===== src/rtl/irq_trap_ctrl_pkg.sv =====
// Shared types and constants for the machine-mode interrupt entry/return sequencer.
// Provides DATA_WIDTH/ZERO fallbacks when the surrounding codebase has not defined them.
`ifndef DATA_WIDTH
`define DATA_WIDTH 32
`endif
`ifndef ZERO
`define ZERO {`DATA_WIDTH{1'b0}}
`endif

package irq_trap_ctrl_pkg;

  typedef enum logic [2:0] {
    S_IDLE,
    S_W_MSTATUS,
    S_W_MEPC,
    S_W_MCAUSE,
    S_JUMP,
    S_MRET_WR,
    S_MRET_JUMP
  } state_e;

  localparam logic [`DATA_WIDTH-1:0] CAUSE_MSI = 32'h8000_0003;
  localparam logic [`DATA_WIDTH-1:0] CAUSE_MTI = 32'h8000_0007;

  localparam logic [11:0] CSR_MSTATUS = 12'h300;
  localparam logic [11:0] CSR_MEPC    = 12'h341;
  localparam logic [11:0] CSR_MCAUSE  = 12'h342;

  localparam int MSTATUS_MIE  = 3;
  localparam int MSTATUS_MPIE = 7;
  localparam int MIE_MSIE     = 3;
  localparam int MIE_MTIE     = 7;

endpackage


===== src/rtl/irq_trap_ctrl_irq_sync.sv =====
// Single register stage for the CLINT interrupt levels before the trap decision.
module irq_sync (
  input  logic clk_i,
  input  logic rst_i,
  input  logic timer_irq_i,
  input  logic software_irq_i,
  output logic mtip_q,
  output logic msip_q
);

  always_ff @(posedge clk_i or negedge rst_i) begin
    if (!rst_i) begin
      mtip_q <= 1'b0;
      msip_q <= 1'b0;
    end else begin
      mtip_q <= timer_irq_i;
      msip_q <= software_irq_i;
    end
  end

endmodule


===== src/rtl/irq_trap_ctrl.sv =====
// Interrupt entry / mret sequencer: writes mstatus, mepc, mcause then redirects fetch.
// Build option IRQ_VECTORED_EN enables mtvec vectored mode (mode 2'b01) for interrupts.
//
// state       | meaning
// S_IDLE      | waiting for mret or an enabled, pending interrupt at a precise boundary
// S_W_MSTATUS | writing entry mstatus image (MPIE=MIE, MIE=0)
// S_W_MEPC    | writing latched epc
// S_W_MCAUSE  | writing latched cause
// S_JUMP      | flush and redirect to trap vector
// S_MRET_WR   | writing return mstatus image (MIE=MPIE, MPIE=1)
// S_MRET_JUMP | flush and redirect to mepc
module irq_trap_ctrl
  import irq_trap_ctrl_pkg::*;
#(
  parameter logic [11:0] MSTATUS_ADDR = CSR_MSTATUS,
  parameter logic [11:0] MEPC_ADDR    = CSR_MEPC,
  parameter logic [11:0] MCAUSE_ADDR  = CSR_MCAUSE
) (
  input  logic                   clk_i,
  input  logic                   rst_i,
  input  logic                   timer_irq_i,
  input  logic                   software_irq_i,
  input  logic [`DATA_WIDTH-1:0] mstatus_i,
  input  logic [`DATA_WIDTH-1:0] mie_i,
  input  logic [`DATA_WIDTH-1:0] mtvec_i,
  input  logic [`DATA_WIDTH-1:0] mepc_i,
  input  logic [`DATA_WIDTH-1:0] inst_addr_i,
  input  logic                   inst_valid_i,
  input  logic                   mret_i,
  output logic                   csr_we_o,
  output logic [11:0]            csr_waddr_o,
  output logic [`DATA_WIDTH-1:0] csr_wdata_o,
  output logic                   hold_o,
  output logic                   flush_o,
  output logic [`DATA_WIDTH-1:0] redirect_addr_o
);

  state_e                 state_q, state_d;
  logic                   msip_q, mtip_q;
  logic                   pend_sw, pend_tm, take;
  logic [`DATA_WIDTH-1:0] cause_q, epc_q, cause_d;
  logic                   we_d;
  logic [11:0]            waddr_d;
  logic [`DATA_WIDTH-1:0] wdata_d;
  logic [`DATA_WIDTH-1:0] entry_img, mret_img, vec_base, vec_addr;
  logic                   unused_bits;

  irq_sync u_irq_sync (
    .clk_i          (clk_i),
    .rst_i          (rst_i),
    .timer_irq_i    (timer_irq_i),
    .software_irq_i (software_irq_i),
    .mtip_q         (mtip_q),
    .msip_q         (msip_q)
  );

  assign pend_sw = msip_q & mie_i[MIE_MSIE];
  assign pend_tm = mtip_q & mie_i[MIE_MTIE];
  assign take    = (state_q == S_IDLE) & ~mret_i & mstatus_i[MSTATUS_MIE]
                 & (pend_sw | pend_tm) & inst_valid_i;
  assign cause_d = pend_sw ? CAUSE_MSI : CAUSE_MTI;

  always_comb begin
    entry_img               = mstatus_i;
    entry_img[MSTATUS_MPIE] = mstatus_i[MSTATUS_MIE];
    entry_img[MSTATUS_MIE]  = 1'b0;
    mret_img                = mstatus_i;
    mret_img[MSTATUS_MIE]   = mstatus_i[MSTATUS_MPIE];
    mret_img[MSTATUS_MPIE]  = 1'b1;
  end

  assign vec_base = {mtvec_i[`DATA_WIDTH-1:2], 2'b00};
`ifdef IRQ_VECTORED_EN
  assign vec_addr = (mtvec_i[1:0] == 2'b01)
                  ? vec_base + ({1'b0, cause_q[`DATA_WIDTH-2:0]} << 2)
                  : vec_base;
`else
  assign vec_addr = vec_base;
`endif
  assign unused_bits = ^{mie_i, mtvec_i[1:0]};

  // CSR write port is registered, so write strobe/data are decided from the next state.
  always_comb begin
    state_d = state_q;
    we_d    = 1'b0;
    waddr_d = 12'h000;
    wdata_d = `ZERO;
    case (state_q)
      S_IDLE: begin
        if (mret_i) begin
          state_d = S_MRET_WR;
          we_d    = 1'b1;
          waddr_d = MSTATUS_ADDR;
          wdata_d = mret_img;
        end else if (take) begin
          state_d = S_W_MSTATUS;
          we_d    = 1'b1;
          waddr_d = MSTATUS_ADDR;
          wdata_d = entry_img;
        end
      end
      S_W_MSTATUS: begin
        state_d = S_W_MEPC;
        we_d    = 1'b1;
        waddr_d = MEPC_ADDR;
        wdata_d = epc_q;
      end
      S_W_MEPC: begin
        state_d = S_W_MCAUSE;
        we_d    = 1'b1;
        waddr_d = MCAUSE_ADDR;
        wdata_d = cause_q;
      end
      S_W_MCAUSE:  state_d = S_JUMP;
      S_JUMP:      state_d = S_IDLE;
      S_MRET_WR:   state_d = S_MRET_JUMP;
      S_MRET_JUMP: state_d = S_IDLE;
      default:     state_d = S_IDLE;
    endcase
  end

  always_ff @(posedge clk_i or negedge rst_i) begin
    if (!rst_i) begin
      state_q     <= S_IDLE;
      csr_we_o    <= 1'b0;
      csr_waddr_o <= 12'h000;
      csr_wdata_o <= `ZERO;
      cause_q     <= `ZERO;
      epc_q       <= `ZERO;
    end else begin
      state_q     <= state_d;
      csr_we_o    <= we_d;
      csr_waddr_o <= waddr_d;
      csr_wdata_o <= wdata_d;
      if (take) begin
        cause_q <= cause_d;
        epc_q   <= inst_addr_i;
      end
    end
  end

  assign flush_o         = (state_q == S_JUMP) | (state_q == S_MRET_JUMP);
  assign redirect_addr_o = (state_q == S_JUMP)      ? vec_addr :
                           (state_q == S_MRET_JUMP) ? mepc_i   : `ZERO;
  assign hold_o          = take | (state_q != S_IDLE) | mret_i;

endmodule


===== config.mk =====
export PLATFORM = sky130hd
export DESIGN_NAME = irq_trap_ctrl
export DESIGN_NICKNAME = d
export VERILOG_FILES = /design/src/rtl/irq_trap_ctrl_pkg.sv /design/src/rtl/irq_trap_ctrl_irq_sync.sv /design/src/rtl/irq_trap_ctrl.sv
export SDC_FILE = /design/constraint.sdc
export NUM_CORES = 1
export LEC_CHECK = 0
export ABC_AREA = 1
export ABC_CLOCK_PERIOD_IN_PS = 4000
export CAP_MARGIN = 15
export CORE_MARGIN = 10
export CORE_UTILIZATION = 39
export CTS_BUF_LIST = sky130_fd_sc_hd__clkbuf_8
export CTS_CLUSTER_SIZE = 24
export DETAILED_ROUTE_END_ITERATION = 12
export GPL_TIMING_DRIVEN = 0
export PLACE_DENSITY = 0.88
export SYNTH_ARGS = -nofsm -noshare
export SYNTH_HDL_FRONTEND = slang
export SYNTH_HIERARCHICAL = 1
export SYNTH_SLANG_ARGS = --single-unit

===== constraint.sdc =====
create_clock -name clk_i -period 4 [get_ports clk_i]
set_input_delay 0.8 -clock clk_i [delete_from_list [all_inputs] [get_ports clk_i]]
set_output_delay 0.8 -clock clk_i [all_outputs]
set_load 0.05 [all_outputs]

==> results of run 1 <==
worst paths after layout:
kind,endpoint,depth (start not counted)
max,hold_o,8
min,cause_q[1],2
max reg2reg,csr_wdata_o[10],7
min reg2reg,cause_q[1],2
max in group asynchronous,state_q[2],1
min in group asynchronous,csr_wdata_o[11],1
layout by cell type (no fill, tap or decap), types with 7 or more instances in the layout:
cell             netlist  final
clkbuf_1              10     10
clkdlybuf4s50_1        0    204
clkbuf_8               0     10
nand2_1              207    207
buf_2                 11     11
conb_1                 1      7
dfrtp_1               75     75
nor2_1                 7      7
inv_1                 14     14
nand3_1               95     95
buf_4                 12     13
kinds of logic (layout without fill, tap and decap cells):
logic type      after synthesis  in the layout  share of synthesized area (%)
other cells                   1              7                          0.107
compound gates                5              5                          0.786
simple gates                313            313                           37.5
flops                        75             75                           53.6
buf+inv                      53            274                           8.00
sequential cells by signal, indices dropped and copies added (netlist names):
signal	flops
csr_waddr_o	4
epc_q	32
u_irq_sync/msip_q	1
cause_q	2
u_irq_sync/mtip_q	1
state_q	3
csr_wdata_o	32
power groups by stage:
stage               sequential, mW  clock (mW)  combinational [mW]
global placement              1.13           0                2.38
global route                  1.16       0.699                2.57
CTS                           1.13       0.661                2.44
detailed placement            1.15           0                2.44
floorplan                     1.56           0                1.11
finish                        1.13       0.646                2.42
routing by layer:
metal / global-route usage, % / part of all wire, % / vias to the layer above
met5: 0 / 0 / -
met1: 20.4 / 37 / 1730
met2: 34.2 / 50 / 176
met3: 6.67 / 9.4 / 36
li1: - / - / 1837
met4: 8.75 / 3.7 / 0
cell type report:
class                   instances  area share (%)
plain buffers                  39            3.84
clock buffers                  10            2.32
clock inverters                 6            1.46
inverters                      14           0.886
multi-input cells             325            23.0
flip-flops and latches         75            31.6
well taps                     108            2.28
repair buffers                205            34.5
through the flow:
step | power [mW] | hold slack [ns] | worst slack, ns | utilization, %
6_report | 4.20 | 0.473 | 0.224 | 68.0
5_1_grt | 4.44 | 0.504 | 0.124 | 68.0
4_1_cts | 4.23 | 0.475 | 0.220 | 68.0
3_5_place_dp | 3.58 | 0.456 | 0.225 | 65.5
3_3_place_gp | 3.52 | 0.451 | -0.278 | 65.5
2_1_floorplan | 2.68 | 0.435 | 1.49 | -
worst max-delay path, stage by stage:
cell and delay [ns]:
clkdlybuf4s50_1 0.47, inv_1 0.08, nand3_1 0.14, nor2_4 0.24, nand2_1 0.12, buf_2 0.21, nand2_1 0.07, clkdlybuf4s50_1 0.83
==> summary.md, run 1 <==
| Metric | Value |
|---|---|
| # clock sinks | 75 |
| Register area share after synthesis | 53.6% |
| Hpwl dp | 11.0 mm |
| Antenna-violating nets left | 0 |
| Clk pin slew, worst setup/hold paths | 0.08 ns |
| Fillers | 705 |
| Sw Ratio | 48.5% |
| GRT Util Overall | 19.4% |
| Outcome | complete, no violations |
| Post-Syn Area per Cell | 7.83 um^2 |
| Final Cell Area | 5930 um^2 |
| CTS resizes | 0 |
| Worst-Margin Slew | 0.920 ns |
| Finished Layout Cells | 782 |
| Drt pass-1 iters | 4 |
| Fin. Hold Viols | 0 |
| Die ar. | 13200 um^2 |
| Area grow syn2layout | 69.4% |
| GPL Wtd Cong | 0.821 |
| Mapped cell area | 3500 um^2 |
| Internal | 2.16 mW |
| CTS Hold Buffers Added | 0 |
| Htree depth | 3 |
| Slew headroom | 38.7% |
| TNS Setup | 0 ns |
| Cells after Synth | 447 |
| HP Start | cause_q[1] |
| VDD IR-drop max | 0.403 mV |
| Core box area | 8720 um^2 |
| Power per Cell Area | 707 nW/um^2 |
| Wirelength per Cell | 17.2 um |
| Fin crit period | 3.78 ns |
| Ys flop type | dfrtp_1 |
| Comb power frac | 57.6% |
| Final nets | 835 |
| Cells after DPL | 766 |
| CP Launch Point | mret_i |
| Worst-path fanout max | 10 |
| Worst Clk Skew | 0.0108 ns |
| Hold Crit Class | reg -> reg |
| Tcrit/Tclk final | 94.4% |
| Critical Path Source Type | primary input |
| CP required | 3.20 ns |
| Area occupied by multi-input gates | 1370 um^2 |
| Maximum clock rate | 0.265 GHz |
| Setup crit end kind | output port |
| Area contributors post-synth | dfrtp_1, nand2_1, nand3_1 |
| Largest net degree at the start of global routing | 76 |
| Slew Viols, Final | 0 |
| GR Overflow Total | 0 |
| Share of layout cells above drive strength 1 | 6.82% |
| Asr flop ratio synth | 100% |
| Vias in the first global route | 3843 |
| CTS tree | yes |
| Leak | 2.97 nW |
| Max-cap violations | 0 |
| Setup repair bufs after CTS | 0 |
| Synthesized flop and latch total | 75 |
| Initial Util | 40.2% |
| Most numerous cell in the Yosys netlist | nand2_1 |
| Post-synth cell types | 17 |
| Post-route DRC violation count | 0 |
| Synth area leader | dfrtp_1 |
| Detailed Route WL | 13.4 mm |
| Data arrival, critical path | 2.98 ns |
| Clk Tree Root Cell | clkbuf_8 |
| Top Ports | 245 |
| Final setup fails | 0 |
| Antenna violations before repair | 0 |
| P_sw | 2.03 mW |
| Global-route wire length before repair | 20.1 mm |
| Reg power frac | 27.0% |
| Post-synth EDFFs | 0 |
| Total number of vias | 3779 |
| Max clock buf depth | 2 |
| Reg area | 1880 um^2 |
| Commonest cells in the netlist | nand2_1, nand3_1, dfrtp_1, inv_1, buf_4 |
| Reg2reg setup slack | 2.28 ns |
| N_diodes | 0 |
| Reg2reg start | state_q[1] |
| Setup CP Type | in -> out |
| Die W | 115 um |
| Die Ht | 115 um |
| Yosys warns | 6 |
| Post-synth top area share | 53.6% |
| # port buffers | 205 |
| Post-DR vias/cell | 4.83 |
| Total CTS buffers | 9 |
| Unrepaired setup endpoints after global routing | no |
| Clk pwr share | 15.4% |
| Initial drt markers | 186 |
| DP Area | 5710 um^2 |
| Number of core rows | 34 |
| Clk_lat worst skew | 0.35 ns |
No activity file was read; power rests on OpenSTA's default activity.
==> run 2, diff against run 1 <==
--- a/config.mk
+++ b/config.mk
@@ -6,12 +6,12 @@
 export NUM_CORES = 1
 export LEC_CHECK = 0
 export ABC_AREA = 1
-export ABC_CLOCK_PERIOD_IN_PS = 4000
+export ABC_CLOCK_PERIOD_IN_PS = 4400
 export CAP_MARGIN = 15
 export CORE_MARGIN = 10
 export CORE_UTILIZATION = 39
 export CTS_BUF_LIST = sky130_fd_sc_hd__clkbuf_8
-export CTS_CLUSTER_SIZE = 24
+export CTS_CLUSTER_SIZE = 30
 export DETAILED_ROUTE_END_ITERATION = 12
 export GPL_TIMING_DRIVEN = 0
 export PLACE_DENSITY = 0.88
==> constraint.sdc (replaced) <==
create_clock -name clk_i -period 4.4 [get_ports clk_i]
set_input_delay 0.88 -clock clk_i [delete_from_list [all_inputs] [get_ports clk_i]]
set_output_delay 0.88 -clock clk_i [all_outputs]
set_load 0.05 [all_outputs]
==> results of run 2 <==
Same layout as run 1 (identical final DEF). Status: complete, no violations.
Main changes from that run: setup slack after placement 0.225 ns -> 0.465 ns; setup slack after layout 0.224 ns -> 0.464 ns; register-to-register setup slack 2.28 ns -> 2.68 ns; total power 4.20 mW -> 3.81 mW; worst IR drop on VDD 0.403 mV -> 0.367 mV
